File: config.mk
export PLATFORM = sky130hd
export DESIGN_NAME = multicycle_ctrl
export DESIGN_NICKNAME = d
export VERILOG_FILES = /design/src/rtl/ctrl_pkg.sv /design/src/rtl/ctrl_decode.sv /design/src/rtl/multicycle_ctrl.sv
export SDC_FILE = /design/constraint.sdc
export NUM_CORES = 1
export LEC_CHECK = 0
export CAP_MARGIN = 20
export CORE_ASPECT_RATIO = 1.2
export CORE_MARGIN = 1.5
export CORE_UTILIZATION = 35
export CTS_BUF_LIST = sky130_fd_sc_hd__clkbuf_16
export CTS_CLUSTER_DIAMETER = 120
export DETAILED_ROUTE_END_ITERATION = 12
export PLACE_DENSITY = 0.7
export RECOVER_POWER = 100
export SYNTH_ARGS = -nofsm -noshare
export SYNTH_HDL_FRONTEND = slang
export SYNTH_SLANG_ARGS = --single-unit
export TNS_END_PERCENT = 50
File: constraint.sdc
create_clock -name clk_i -period 4.1 [get_ports clk_i]
set_clock_uncertainty 0.05 [all_clocks]
set_input_delay 0.82 -clock clk_i [delete_from_list [all_inputs] [get_ports clk_i]]
set_output_delay 0.82 -clock clk_i [all_outputs]
set_load 0.05 [all_outputs]
File: src/rtl/ctrl_pkg.sv
// ctrl_pkg: shared encodings for the multi-cycle CPU control path.
package ctrl_pkg;
  typedef enum logic [3:0] {
    S_FETCH    = 4'd0,
    S_DECODE   = 4'd1,
    S_MEM_ADDR = 4'd2,
    S_MEM_RD   = 4'd3,
    S_MEM_WB   = 4'd4,
    S_MEM_WR   = 4'd5,
    S_R_EXEC   = 4'd6,
    S_R_WB     = 4'd7,
    S_BRANCH   = 4'd8,
    S_JUMP     = 4'd9,
    S_I_EXEC   = 4'd10,
    S_I_WB     = 4'd11,
    S_HALT     = 4'd12
  } state_t;
  localparam logic [5:0] OP_RTYPE = 6'b000000;
  localparam logic [5:0] OP_LW    = 6'b100011;
  localparam logic [5:0] OP_SW    = 6'b101011;
  localparam logic [5:0] OP_BEQ   = 6'b000100;
  localparam logic [5:0] OP_J     = 6'b000010;
  localparam logic [5:0] OP_ADDI  = 6'b001000;
  localparam logic [5:0] OP_SLTI  = 6'b001010;
  localparam logic [1:0] ALU_ADD   = 2'b00;
  localparam logic [1:0] ALU_SUB   = 2'b01;
  localparam logic [1:0] ALU_FUNCT = 2'b10;
  localparam logic [1:0] ALU_SLT   = 2'b11;
  localparam logic [1:0] SRCB_B      = 2'b00;
  localparam logic [1:0] SRCB_FOUR   = 2'b01;
  localparam logic [1:0] SRCB_IMM    = 2'b10;
  localparam logic [1:0] SRCB_IMM_SH = 2'b11;
  localparam logic [1:0] PCSRC_ALU    = 2'b00;
  localparam logic [1:0] PCSRC_ALUOUT = 2'b01;
  localparam logic [1:0] PCSRC_JUMP   = 2'b10;
  typedef struct packed {
    logic       pc_write;
    logic       pc_write_cond;
    logic       i_or_d;
    logic       mem_read;
    logic       mem_write;
    logic       ir_write;
    logic       mem_to_reg;
    logic       reg_dst;
    logic       reg_write;
    logic       alu_src_a;
    logic [1:0] alu_src_b;
    logic [1:0] alu_op;
    logic [1:0] pc_source;
    logic       done;
  } ctrl_t;
  function automatic state_t op_to_state(input logic [5:0] op);
    return op == OP_RTYPE                ? S_R_EXEC   :
           (op == OP_LW || op == OP_SW)   ? S_MEM_ADDR :
           op == OP_BEQ                   ? S_BRANCH   :
           op == OP_J                     ? S_JUMP     :
           (op == OP_ADDI || op == OP_SLTI) ? S_I_EXEC : S_HALT;
  endfunction
endpackage

File: src/rtl/ctrl_decode.sv
// ctrl_decode: combinational state -> control-vector decoder.
module ctrl_decode
  import ctrl_pkg::*;
(
  input  state_t i_state,
  input  logic   i_mem_ready,
  input  logic   i_slti,
  output ctrl_t  o_ctrl
);
  always_comb begin
    o_ctrl = '0;
    case (i_state)
      S_FETCH: begin
        o_ctrl.mem_read  = 1'b1;
        o_ctrl.alu_src_b = SRCB_FOUR;
        o_ctrl.ir_write  = i_mem_ready;
        o_ctrl.pc_write  = i_mem_ready;
      end
      S_DECODE: o_ctrl.alu_src_b = SRCB_IMM_SH;
      S_MEM_ADDR: begin
        o_ctrl.alu_src_a = 1'b1;
        o_ctrl.alu_src_b = SRCB_IMM;
      end
      S_MEM_RD: begin
        o_ctrl.mem_read = 1'b1;
        o_ctrl.i_or_d   = 1'b1;
      end
      S_MEM_WB: begin
        o_ctrl.reg_write  = 1'b1;
        o_ctrl.mem_to_reg = 1'b1;
        o_ctrl.done       = 1'b1;
      end
      S_MEM_WR: begin
        o_ctrl.mem_write = 1'b1;
        o_ctrl.i_or_d    = 1'b1;
        o_ctrl.done      = i_mem_ready;
      end
      S_R_EXEC: begin
        o_ctrl.alu_src_a = 1'b1;
        o_ctrl.alu_op    = ALU_FUNCT;
      end
      S_R_WB: begin
        o_ctrl.reg_write = 1'b1;
        o_ctrl.reg_dst   = 1'b1;
        o_ctrl.done      = 1'b1;
      end
      S_I_EXEC: begin
        o_ctrl.alu_src_a = 1'b1;
        o_ctrl.alu_src_b = SRCB_IMM;
        o_ctrl.alu_op    = i_slti ? ALU_SLT : ALU_ADD;
      end
      S_I_WB: begin
        o_ctrl.reg_write = 1'b1;
        o_ctrl.done      = 1'b1;
      end
      S_BRANCH: begin
        o_ctrl.alu_src_a     = 1'b1;
        o_ctrl.alu_op        = ALU_SUB;
        o_ctrl.pc_write_cond = 1'b1;
        o_ctrl.pc_source     = PCSRC_ALUOUT;
        o_ctrl.done          = 1'b1;
      end
      S_JUMP: begin
        o_ctrl.pc_write  = 1'b1;
        o_ctrl.pc_source = PCSRC_JUMP;
        o_ctrl.done      = 1'b1;
      end
      default: o_ctrl = '0;
    endcase
  end
endmodule

File: src/rtl/multicycle_ctrl.sv
// multicycle_ctrl: main control FSM of the multi-cycle CPU with retire/cycle counters.
module multicycle_ctrl
  import ctrl_pkg::*;
#(
  parameter int CNT_W = 32
) (
  input  logic             clk_i,
  input  logic             rst_i,
  input  logic [5:0]       opcode_i,
  input  logic             zero_i,
  input  logic             mem_ready_i,
  output logic             pc_write_o,
  output logic             pc_write_cond_o,
  output logic             i_or_d_o,
  output logic             mem_read_o,
  output logic             mem_write_o,
  output logic             ir_write_o,
  output logic             mem_to_reg_o,
  output logic             reg_dst_o,
  output logic             reg_write_o,
  output logic             alu_src_a_o,
  output logic [1:0]       alu_src_b_o,
  output logic [1:0]       alu_op_o,
  output logic [1:0]       pc_source_o,
  output logic [3:0]       state_o,
  output logic             instr_done_o,
  output logic             halted_o,
  output logic [CNT_W-1:0] retired_o,
  output logic [CNT_W-1:0] cycles_o
);
  state_t           r_state;
  logic             r_slti;
  logic [CNT_W-1:0] r_retired;
  logic [CNT_W-1:0] r_cycles;
  ctrl_t            w_ctrl;
  ctrl_t            w_out;
  logic             w_unused_zero;
  assign w_unused_zero = zero_i;
  ctrl_decode u_decode (
    .i_state    (r_state),
    .i_mem_ready(mem_ready_i),
    .i_slti     (r_slti),
    .o_ctrl     (w_ctrl)
  );
  // Reset blanks every control so an aborted instruction issues no write.
  assign w_out = rst_i ? '0 : w_ctrl;
  always_ff @(posedge clk_i) begin
    if (rst_i) begin
      r_state   <= S_FETCH;
      r_slti    <= 1'b0;
      r_retired <= '0;
      r_cycles  <= '0;
    end else begin
      if (r_state != S_HALT) r_cycles <= r_cycles + 1'b1;
      if (w_ctrl.done) r_retired <= r_retired + 1'b1;
      case (r_state)
        S_FETCH:    r_state <= mem_ready_i ? S_DECODE : S_FETCH;
        S_DECODE: begin
          r_slti  <= opcode_i == OP_SLTI;
          r_state <= op_to_state(opcode_i);
        end
        S_MEM_ADDR: r_state <= opcode_i == OP_SW ? S_MEM_WR : S_MEM_RD;
        S_MEM_RD:   r_state <= mem_ready_i ? S_MEM_WB : S_MEM_RD;
        S_MEM_WR:   r_state <= mem_ready_i ? S_FETCH : S_MEM_WR;
        S_R_EXEC:   r_state <= S_R_WB;
        S_I_EXEC:   r_state <= S_I_WB;
        S_MEM_WB, S_R_WB, S_I_WB, S_BRANCH, S_JUMP: r_state <= S_FETCH;
        default:    r_state <= S_HALT;
      endcase
    end
  end
  assign pc_write_o      = w_out.pc_write;
  assign pc_write_cond_o = w_out.pc_write_cond;
  assign i_or_d_o        = w_out.i_or_d;
  assign mem_read_o      = w_out.mem_read;
  assign mem_write_o     = w_out.mem_write;
  assign ir_write_o      = w_out.ir_write;
  assign mem_to_reg_o    = w_out.mem_to_reg;
  assign reg_dst_o       = w_out.reg_dst;
  assign reg_write_o     = w_out.reg_write;
  assign alu_src_a_o     = w_out.alu_src_a;
  assign alu_src_b_o     = w_out.alu_src_b;
  assign alu_op_o        = w_out.alu_op;
  assign pc_source_o     = w_out.pc_source;
  assign instr_done_o    = w_out.done;
  assign state_o         = r_state;
  assign halted_o        = r_state == S_HALT;
  assign retired_o       = r_retired;
  assign cycles_o        = r_cycles;
endmodule
==> results of run 1 <==
registers in the layout, summed over array words and instances (netlist names):
| register | count |
|---|---|
| state_o | 4 |
| r_slti | 1 |
| retired_o | 32 |
| cycles_o | 32 |
final cells by class:
| type | count | area, um^2 |
|---|---|---|
| clock inverters | 7 | 48.8 |
| fillers | 917 | 4860 |
| inverters | 8 | 30.0 |
| well taps | 123 | 154 |
| repair buffers | 97 | 942 |
| flip-flops and latches | 69 | 1380 |
| clock buffers | 9 | 225 |
| multi-input cells | 332 | 1970 |
routing by layer:
layer	track usage	wire length, um
met5	0	0
met4	0.0537	105
met3	0.0427	455
met2	0.284	4370
met1	0.200	3780
power breakdown:
group	internal, W	leakage, nW	switching (W)
combinational	0.0000492	1.20	0.000104
clock	0.000411	0.138	0.000294
sequential	0.000677	0.557	0.0000172
cell usage after synthesis, types with 2 or more instances:
master	n	area share
dfxtp_1	69	0.39
nor2_1	68	0.073
xor2_1	39	0.097
nand4_1	32	0.057
nand3_1	26	0.037
a21oi_1	25	0.036
nand2_1	22	0.024
o21ai_0	19	0.027
nor3_1	15	0.021
or3_1	15	0.027
clkbuf_1	12	0.013
xnor2_1	10	0.025
and3_1	9	0.016
nor4_1	8	0.014
inv_1	7	0.0075
buf_2	6	0.0086
nand2b_1	6	0.011
nor2b_1	4	0.0071
a31oi_1	3	0.0054
and2_1	3	0.0054
and4_1	3	0.0075
buf_1	2	0.0021
buf_4	2	0.0043
ha_1	2	0.0071
mux2i_1	2	0.0057
nand4_2	2	0.0071
nor4_4	2	0.012
o22a_1	2	0.0050
o31ai_1	2	0.0043
or2_2	2	0.0036
kinds of logic after synthesis:
kind of cell,count (synthesis)
AND/OR/NAND/NOR,225
flip-flops,69
adder cells (fa/ha/maj),2
AO/OA/AOI/OAI,54
XOR/XNOR,49
buffers and inverters,31
multiplexers,2
worst paths after layout:
kind            startpoint       endpoint  slack [ps]  cells past startpoint
min reg2reg  retired_o[31]  retired_o[31]         430                      2
max reg2reg     state_o[0]  retired_o[25]         720                      6
max            mem_ready_i     pc_write_o         480                      5
min          retired_o[31]  retired_o[31]         430                      2
metrics by stage:
stage	utilization	instance area, um^2	total power [W]	cells	hold slack, ps
floorplan	-	3510	0.000820	432	413
global placement	0.471	4530	0.000870	629	414
detailed placement	0.471	4530	0.000873	629	428
CTS	0.499	4800	0.00158	645	437
global route	0.494	4750	0.00161	645	467
finish	0.494	4750	0.00155	645	427
critical path, delay by kind of cell:
family | cells | cell delay, ps
buf+inv | 2 | 1550
simple gates | 3 | 390
==> metrics.md, run 1 <==
| Metric | Value |
|---|---|
| Via density | 5.33 |
| Maximum vdd drop | ~0.18 mV |
| CTS tree | done |
| Resized Gates After CTS | 0 |
| Largest family of logic cells by synthesized area | simple AND/OR/NAND/NOR gates |
| Global route total overflow | 0 |
| Register area share after synthesis | 0.394 |
| Vias in the first global route | 3115 |
| Final worst-path cycle share | 0.884 |
| Most frequent cells in the layout | 87 x dlygate4sd3_1, 69 x dfxtp_1, 68 x nor2_1 |
| Complex-gate fraction of the synthesized area | 0.0846 |
| Final min period | between 3000 and 4000 ps |
| CTS Buf Count | 9 |
| Primary FF master, synth | dfxtp_1 |
| FP Rows | 39 |
| Max Freq | ~0.28 GHz |
| Synth-to-Final Area Change | 35.5% |
| Mux cell area share after synthesis | 0.00571 |
| Routed len/inst | 13.5 um |
| Synth Instances | 432 |
| Static leakage | between 1.5 and 2 nW |
| Reg clk slew, reported paths | about 60 ps |
| Number of enable flip-flop cells after synthesis | 0 |
| Worst-Margin Slew | ~1300 ps |
| Critical Path RT | roughly 3200 ps |
| Synth warn | 0 |
| Mapped cell area | 3510 um^2 |
| Final Setup Violations | 0 |
| Critical path peak fanout | 7 |
| Outcome | complete, no violations |
| 1st-iter DRT viols | approximately 140 |
| Drc violations | 0 |
| Fin nets | 529 |
| Worst Path Class, Setup | in2out |
| CP Capture Type | output pin |
| Initial DRT Pass Iterations | 4 |
| Layout cells sized above 1 | 0.0517 |
| Crit path arrival time | 2750 ps |
| Ys async rst share | 0 |
| CP cell instances | dlygate4sd3_1 -> nand2_1 -> nor3_1 -> or2_2 -> dlygate4sd3_1 |
| DRT Wirelength | about 8700 um |
| CTS sink count | 69 |
| Largest net degree at the start of global routing | 65 |
| Synth Area per Inst | 8.12 um^2 |
| Die Span Y | 113 um |
| Max-slew headroom | 0.132 |
| IO buf count | 94 |
| Clock Tree Buf Depth | 2 |
| Post-synthesis simple-gate area fraction | 0.349 |
| Fin. max-slew vios | 0 |
| Dpl ws | 569 ps |
| Hold buffers post-CTS | 0 |
| Post-synthesis adder-cell area fraction | 0.00714 |
| HPWL Detailed | 6170 um |
| ANT nets after route | 0 |
| Number of max-cap violations | 0 |
| H-tree depth | 3 |
| Hold crit path type | reg2reg |
| Syn nets | 444 |
| Setup bufs post-CTS | 0 |
| Crit-path slowest cell | dlygate4sd3_1 |
| Via count | 3436 |
| Setup TNS | 0 ps |
| Count of unique library cells instantiated by Yosys | 43 |
| Smallest setup slack after layout | 476 ps |
| Final Hold Vio Count | 0 |
| Initial antenna violation count | 0 |
| Die X-Extent | 94.4 um |
| Core ar. | 9610 um^2 |
| Die area | 10600 um^2 |
| Critical Path Start Type | input pin |
| GP Congestion | roughly 0.82 |
| Global Route Usage Sum | 0.166 |
| Pwr Density | 327 nW/um^2 |
| First-pass GRT wire length | 14300 um |
| Root Buffer Master | clkbuf_16 |
| Most frequent CP cell | dlygate4sd3_1 |
| Initial core utilization | 0.365 |
| Max stage delay on crit path | 870 ps |
| # diodes | 0 |
| Most common cell after layout, fill and taps aside | dlygate4sd3_1 |
| Synth Area in XOR/XNOR | 0.122 |
| Flop and latch count out of synthesis | 69 |
| Clock latency on the worst-skew pair | 320 ps |
| Top Ports | between 90 and 100 |
| RSZ-0062 raised after global routing | no |
Note: power is estimated with default switching activity, not from simulation.
==> run 2, diff against run 1 <==
--- a/config.mk
+++ b/config.mk
@@ -12,9 +12,10 @@
 export CTS_BUF_LIST = sky130_fd_sc_hd__clkbuf_16
 export CTS_CLUSTER_DIAMETER = 120
 export DETAILED_ROUTE_END_ITERATION = 12
-export PLACE_DENSITY = 0.7
+export PLACE_DENSITY = 0.69
 export RECOVER_POWER = 100
 export SYNTH_ARGS = -nofsm -noshare
 export SYNTH_HDL_FRONTEND = slang
+export SYNTH_HIERARCHICAL = 1
 export SYNTH_SLANG_ARGS = --single-unit
 export TNS_END_PERCENT = 50
==> metrics.md, run 2 <==
| Metric | Value |
|---|---|
| Primary FF master, synth | dfxtp_1 |
| Dpl ws | a little under 300 ps |
| Part of the power in combinational logic | 0.103 |
| Crit-path slowest cell | clkdlybuf4s50_1 |
| Setup TNS | 0 ps |
| Worst-Margin Slew | a little under 800 ps |
| Clock share of power | 0.480 |
| Initial core utilization | 0.363 |
| Worst Path Class, Setup | in2out |
| NetSw | 0.000405 W |
| Reg2Reg Depth | 7 |
| Fin nets | 561 |
| Routed len/inst | around 15 um |
| Crit path arrival time | 3020 ps |
| Smallest setup slack after layout | about 210 ps |
| Die area | 11600 um^2 |
| Outcome | complete, no violations |
| Share of the synthesized area in the top cell type | 0.360 |
| Largest net degree at the start of global routing | 46 |
| Synth-to-Final Area Change | 33.2% |
| Critical path peak fanout | 7 |
| Core ar. | approximately 11000 um^2 |
| CP Capture Type | output pin |
| CTS tree | done |
| Critical Path RT | approximately 3200 ps |
| IO buf count | 94 |
| Critical Path Start Type | input pin |
| Total power | 0.00167 W |
| Syn nets | 482 |
| Max-slew headroom | 0.474 |
| Synth area leaders | dfxtp_1 36%, or4_1 7.0%, a21oi_1 6.3% |
| Layout cells sized above 1 | 0.0469 |
| Synth Instances | 470 |
| Number of enable flip-flop cells after synthesis | 0 |
| Number of max-cap violations | 0 |
| Clock latency on the worst-skew pair | 320 ps |
| Initial antenna violation count | 0 |
| Synth Area per Inst | roughly 8.2 um^2 |
| ANT nets after route | 0 |
| Global route total overflow | 0 |
| Worst hold start | cycles_o[31] |
| Max stage delay on crit path | slightly above 700 ps |
| Final Setup Violations | 0 |
| Most common cell after layout, fill and taps aside | dlygate4sd3_1 |
| Post-synth top cells | 69 x dfxtp_1, 48 x a21oi_1, 37 x nor2_1 |
| Final worst-path cycle share | 0.948 |
| 1st-iter DRT viols | roughly 180 |
| Maximum vdd drop | 0.159 mV |
| Hold crit path type | reg2reg |
| Via density | 5.72 |
| HPWL Detailed | 7170 um |
| Die Span Y | 118 um |
| Register area share after synthesis | 0.360 |
| First-pass GRT wire length | 16900 um |
| Root Buffer Master | clkbuf_16 |
| Initial DRT Pass Iterations | 4 |
| Pwr Density | 327 nW/um^2 |
| # diodes | 0 |
| Drc violations | 0 |
| WHS Endpoint | cycles_o[31] |
| Cell accounting for the most synthesized area | dfxtp_1 |
| Hold path depth | 2 |
| Mapped cell area | approximately 3800 um^2 |
| Flop and latch count out of synthesis | 69 |
| Most frequent cells in the layout | 87 x dlygate4sd3_1, 69 x dfxtp_1, 48 x a21oi_1 |
| Hold buffers post-CTS | 0 |
| Count of unique library cells instantiated by Yosys | 53 |
| Final Hold Vio Count | 0 |
| Static leakage | 1.85 nW |
| Fin. max-slew vios | 0 |
| Max Freq | 0.257 GHz |
| Resized Gates After CTS | 0 |
| Top Ports | 96 |
| Vias in the first global route | 3520 |
| Ys async rst share | 0 |
| Sequential Power Share | 0.417 |
| FF-to-FF End | retired_o[26] |
| GP Congestion | 0.818 |
| Die X-Extent | 98.5 um |
| Sw Ratio | 0.243 |
| Via count | 3909 |
| CP cell instances | dlygate4sd3_1 -> or4b_1 -> o2111a_1 -> nor2b_1 -> clkdlybuf4s50_1 |
| DRT Wirelength | around 10000 um |
| CTS Buf Count | 9 |
| H-tree depth | 3 |
| Synth warn | 6 |
| Int Pwr | 0.00126 W |
| Filler Cell Count | 1021 |
| Reg clk slew, reported paths | 50 ps |
| Final min period | 3890 ps |
| Reg2Reg Setup Slack | 770 ps |
| RSZ-0062 raised after global routing | no |
| CTS sink count | 69 |
| R2r startpoint | state_o[0] |
| FP Rows | about 40 |
| Most frequent cell after synthesis | dfxtp_1 |
| Global Route Usage Sum | 0.174 |
| Clock Tree Buf Depth | 2 |
| Setup bufs post-CTS | 0 |
[run 2: cell type report]
| cell class | count | area (um^2) | share of cell area |
|---|---|---|---|
| tap | 129 | 161 | 0.0316 |
| timing repair buffer | 100 | 971 | 0.190 |
| sequential | 69 | 1380 | 0.271 |
| clock inverter | 7 | 80.1 | 0.0157 |
| inverter | 11 | 41.3 | 0.00809 |
| multi-input combinational | 358 | 2240 | 0.440 |
| clock buffer | 9 | 225 | 0.0441 |
[run 2: worst max-delay path, delay by kind of cell]
kind,cells,cell delay (ps)
compound gates,1,230
simple gates,2,660
buf+inv,2,1300
[run 2: through the flow]
stage	std cells	utilization	instance area [um^2]	hold WS, ps
after floorplan	470	-	3830	413
after global placement	667	0.456	4820	413
after detailed placement	667	0.456	4820	442
after CTS	683	0.485	5120	450
after global routing	683	0.483	5100	447
final	683	0.483	5100	432
[run 2: per-layer routing]
layer	GRT usage	wire length, um	vias to the layer above
met2	0.311	5340	79
li1	-	-	1911
met1	0.207	4380	1914
met4	0.0555	81	0
met3	0.0333	334	5
met5	0	0	-
[run 2: power by group through the flow]
stage / Clock, W / Sequential [W] / Combinational [W]
3_5_place_dp: 0 / 0.000710 / 0.000179
2_1_floorplan: 0 / 0.000725 / 0.000112
3_3_place_gp: 0 / 0.000709 / 0.000177
5_1_grt: 0.000855 / 0.000698 / 0.000184
6_report: 0.000801 / 0.000695 / 0.000172
4_1_cts: 0.000821 / 0.000695 / 0.000180
[run 2: cells by family (layout without fill, tap and decap cells)]
kind of cell,Yosys count,after routing,share of synthesized area
DFF,69,69,0.360
buffers and inverters,43,127,0.0519
and+or+nand+nor,222,222,0.344
muxes,5,5,0.0140
AOI/OAI and AO/OA,108,108,0.175
adders and majority gates,2,2,0.00653
xor gates and xnor gates,21,21,0.0480
[run 2: how the worst max path moves through the flow]
stage,end,depth (start not counted),slack (ps),from
after CTS,instr_done_o,5,300,mem_ready_i
after detailed placement,retired_o[23],7,290,mem_ready_i
after global placement,instr_done_o,5,330,mem_ready_i
after global routing,instr_done_o,5,140,mem_ready_i
after floorplan,instr_done_o,4,1100,state_o[2]
final,instr_done_o,5,210,mem_ready_i
==> run 3, diff against run 2 <==
--- a/config.mk
+++ b/config.mk
@@ -6,7 +6,6 @@
 export NUM_CORES = 1
 export LEC_CHECK = 0
 export CAP_MARGIN = 20
-export CORE_ASPECT_RATIO = 1.2
 export CORE_MARGIN = 1.5
 export CORE_UTILIZATION = 35
 export CTS_BUF_LIST = sky130_fd_sc_hd__clkbuf_16
==> constraint.sdc (replaced) <==
create_clock -name clk_i -period 4.54 [get_ports clk_i]
set_clock_uncertainty 0.05 [all_clocks]
set_input_delay 0.908 -clock clk_i [delete_from_list [all_inputs] [get_ports clk_i]]
set_output_delay 0.908 -clock clk_i [all_outputs]
set_load 0.05 [all_outputs]
==> metrics.md, run 3 (synthesized netlist as in run 2, its figures left out) <==
| Metric | Value |
|---|---|
| Routed len/inst | around 14 um |
| CTS Buf Count | 9 |
| FP Rows | 38 |
| Initial antenna violation count | 0 |
| Max Freq | 0.240 GHz |
| Fin nets | 556 |
| Filler Cell Count | 1085 |
| Critical Path RT | 3580 ps |
| Resized Gates After CTS | 0 |
| Largest net degree at the start of global routing | 74 |
| Die area | 11600 um^2 |
| Final worst-path cycle share | 0.918 |
| Smallest setup slack after layout | roughly 370 ps |
| Top Ports | 96 |
| IO buf count | 94 |
| Most frequent cells in the layout | 89 x dlygate4sd3_1, 69 x dfxtp_1, 48 x a21oi_1 |
| Global Route Usage Sum | 0.165 |
| Vias in the first global route | approximately 3.5k |
| First-pass GRT wire length | 15800 um |
| Dpl ws | 512 ps |
| Outcome | complete, no violations |
| ANT nets after route | 0 |
| Drc violations | 0 |
| Met2 GRT Util | 0.281 |
| Worst-Margin Slew | between 900 and 1000 ps |
| CP Capture Type | output pin |
| Hold buffers post-CTS | 0 |
| Crit path arrival time | approximately 3200 ps |
| H-tree depth | 3 |
| Global route total overflow | 0 |
| CTS tree | done |
| Initial core utilization | 0.357 |
| Fin. max-slew vios | 0 |
| Final min period | around 4200 ps |
| Die Span Y | between 100 and 150 um |
| Clock Tree Buf Depth | 2 |
| Reg clk slew, reported paths | 60 ps |
| Die X-Extent | 108 um |
| Via count | 3859 |
| Hold crit path type | reg2reg |
| Max-slew headroom | 0.384 |
| Critical path peak fanout | 8 |
| Initial DRT Pass Iterations | 4 |
| HPWL Detailed | 6510 um |
| Most common cell after layout, fill and taps aside | dlygate4sd3_1 |
| Final Setup Violations | 0 |
| Via density | 5.60 |
| Met1 Resource Use GR | 0.200 |
| Synth-to-Final Area Change | 32.4% |
| RSZ-0062 raised after global routing | no |
| Pwr Density | 287 nW/um^2 |
| Number of max-cap violations | 0 |
| Root Buffer Master | clkbuf_16 |
| Critical Path Start Type | input pin |
| Maximum vdd drop | 0.195 mV |
| CTS sink count | 69 |
| Setup TNS | 0 ps |
| Layout cells sized above 1 | 0.0474 |
| Setup bufs post-CTS | 0 |
| Final Hold Vio Count | 0 |
| Clock latency on the worst-skew pair | 330 ps |
| GP Congestion | between 0.7 and 0.8 |
| DRT Wirelength | between 9000 and 10000 um |
| Static leakage | between 1.5 and 2 nW |
| Worst Path Class, Setup | in2out |
| Core ar. | roughly 11000 um^2 |
| Busiest grt layer | met2 |
| # diodes | 0 |
| Met3 Resource Use GR | 0.0448 |
| 1st-iter DRT viols | 215 |
## run 3: cell types whose count changed in the layout (fill, tap and decap cells not counted), sizes merged, moves of 2 or more
| cell | before | now |
|---|---|---|
| clkbuf | 11 | 9 |
| buf | 6 | 2 |
| clkinv | 5 | 3 |
| clkinvlp | 0 | 3 |
| dlygate4sd3 | 87 | 89 |
## run 3: worst max-delay path: stages
cell           delay, ps
dlygate4sd3_1        640
or4b_1               500
o2111a_1             220
nor2b_1              170
dlygate4sd3_1        770
## run 3: metrics by stage
stage                     total power [W]  instance area [um^2]  cells  hold WS, ps  utilization
after floorplan                  0.000756                  3830    470          413            -
after global placement           0.000795                  4790    673          412        0.446
after detailed placement         0.000796                  4790    673          423        0.446
after CTS                         0.00149                  5090    689          431        0.473
after global routing              0.00152                  5080    689          460        0.473
final                             0.00146                  5080    689          429        0.473
## run 3: power breakdown
part           leakage [nW]  total (W)  switching (W)  internal (W)
logic                  1.13   0.000145      0.0000912     0.0000542
clock network         0.135   0.000682       0.000261      0.000421
registers             0.557   0.000631      0.0000192      0.000612
## run 3: final cells by class
| class | count | area (um^2) | area share |
|---|---|---|---|
| timing repair buffer | 95 | 943 | 0.186 |
| multi-input combinational | 358 | 2240 | 0.442 |
| clock inverter | 7 | 66.3 | 0.0131 |
| inverter | 11 | 41.3 | 0.00813 |
| clock buffer | 9 | 225 | 0.0444 |
| tap | 140 | 175 | 0.0345 |
| sequential | 69 | 1380 | 0.272 |
## run 3: final timing paths
| kind | startpoint | endpoint | slack, ps | cells past startpoint |
|---|---|---|---|---|
| worst max-delay path | mem_ready_i | instr_done_o | 370 | 5 |
| worst min register to register | cycles_o[31] | cycles_o[31] | 430 | 2 |
| worst max register to register | state_o[3] | retired_o[23] | 1080 | 6 |
| worst min-delay path | cycles_o[31] | cycles_o[31] | 430 | 2 |
## run 3: routing by layer
metal | up-vias | share of wire | wire [um]
li1 | 1913 | - | -
met1 | 1832 | 0.44 | 4170
met2 | 105 | 0.49 | 4580
met3 | 9 | 0.060 | 563
met4 | 0 | 0.0084 | 79
met5 | - | 0 | 0
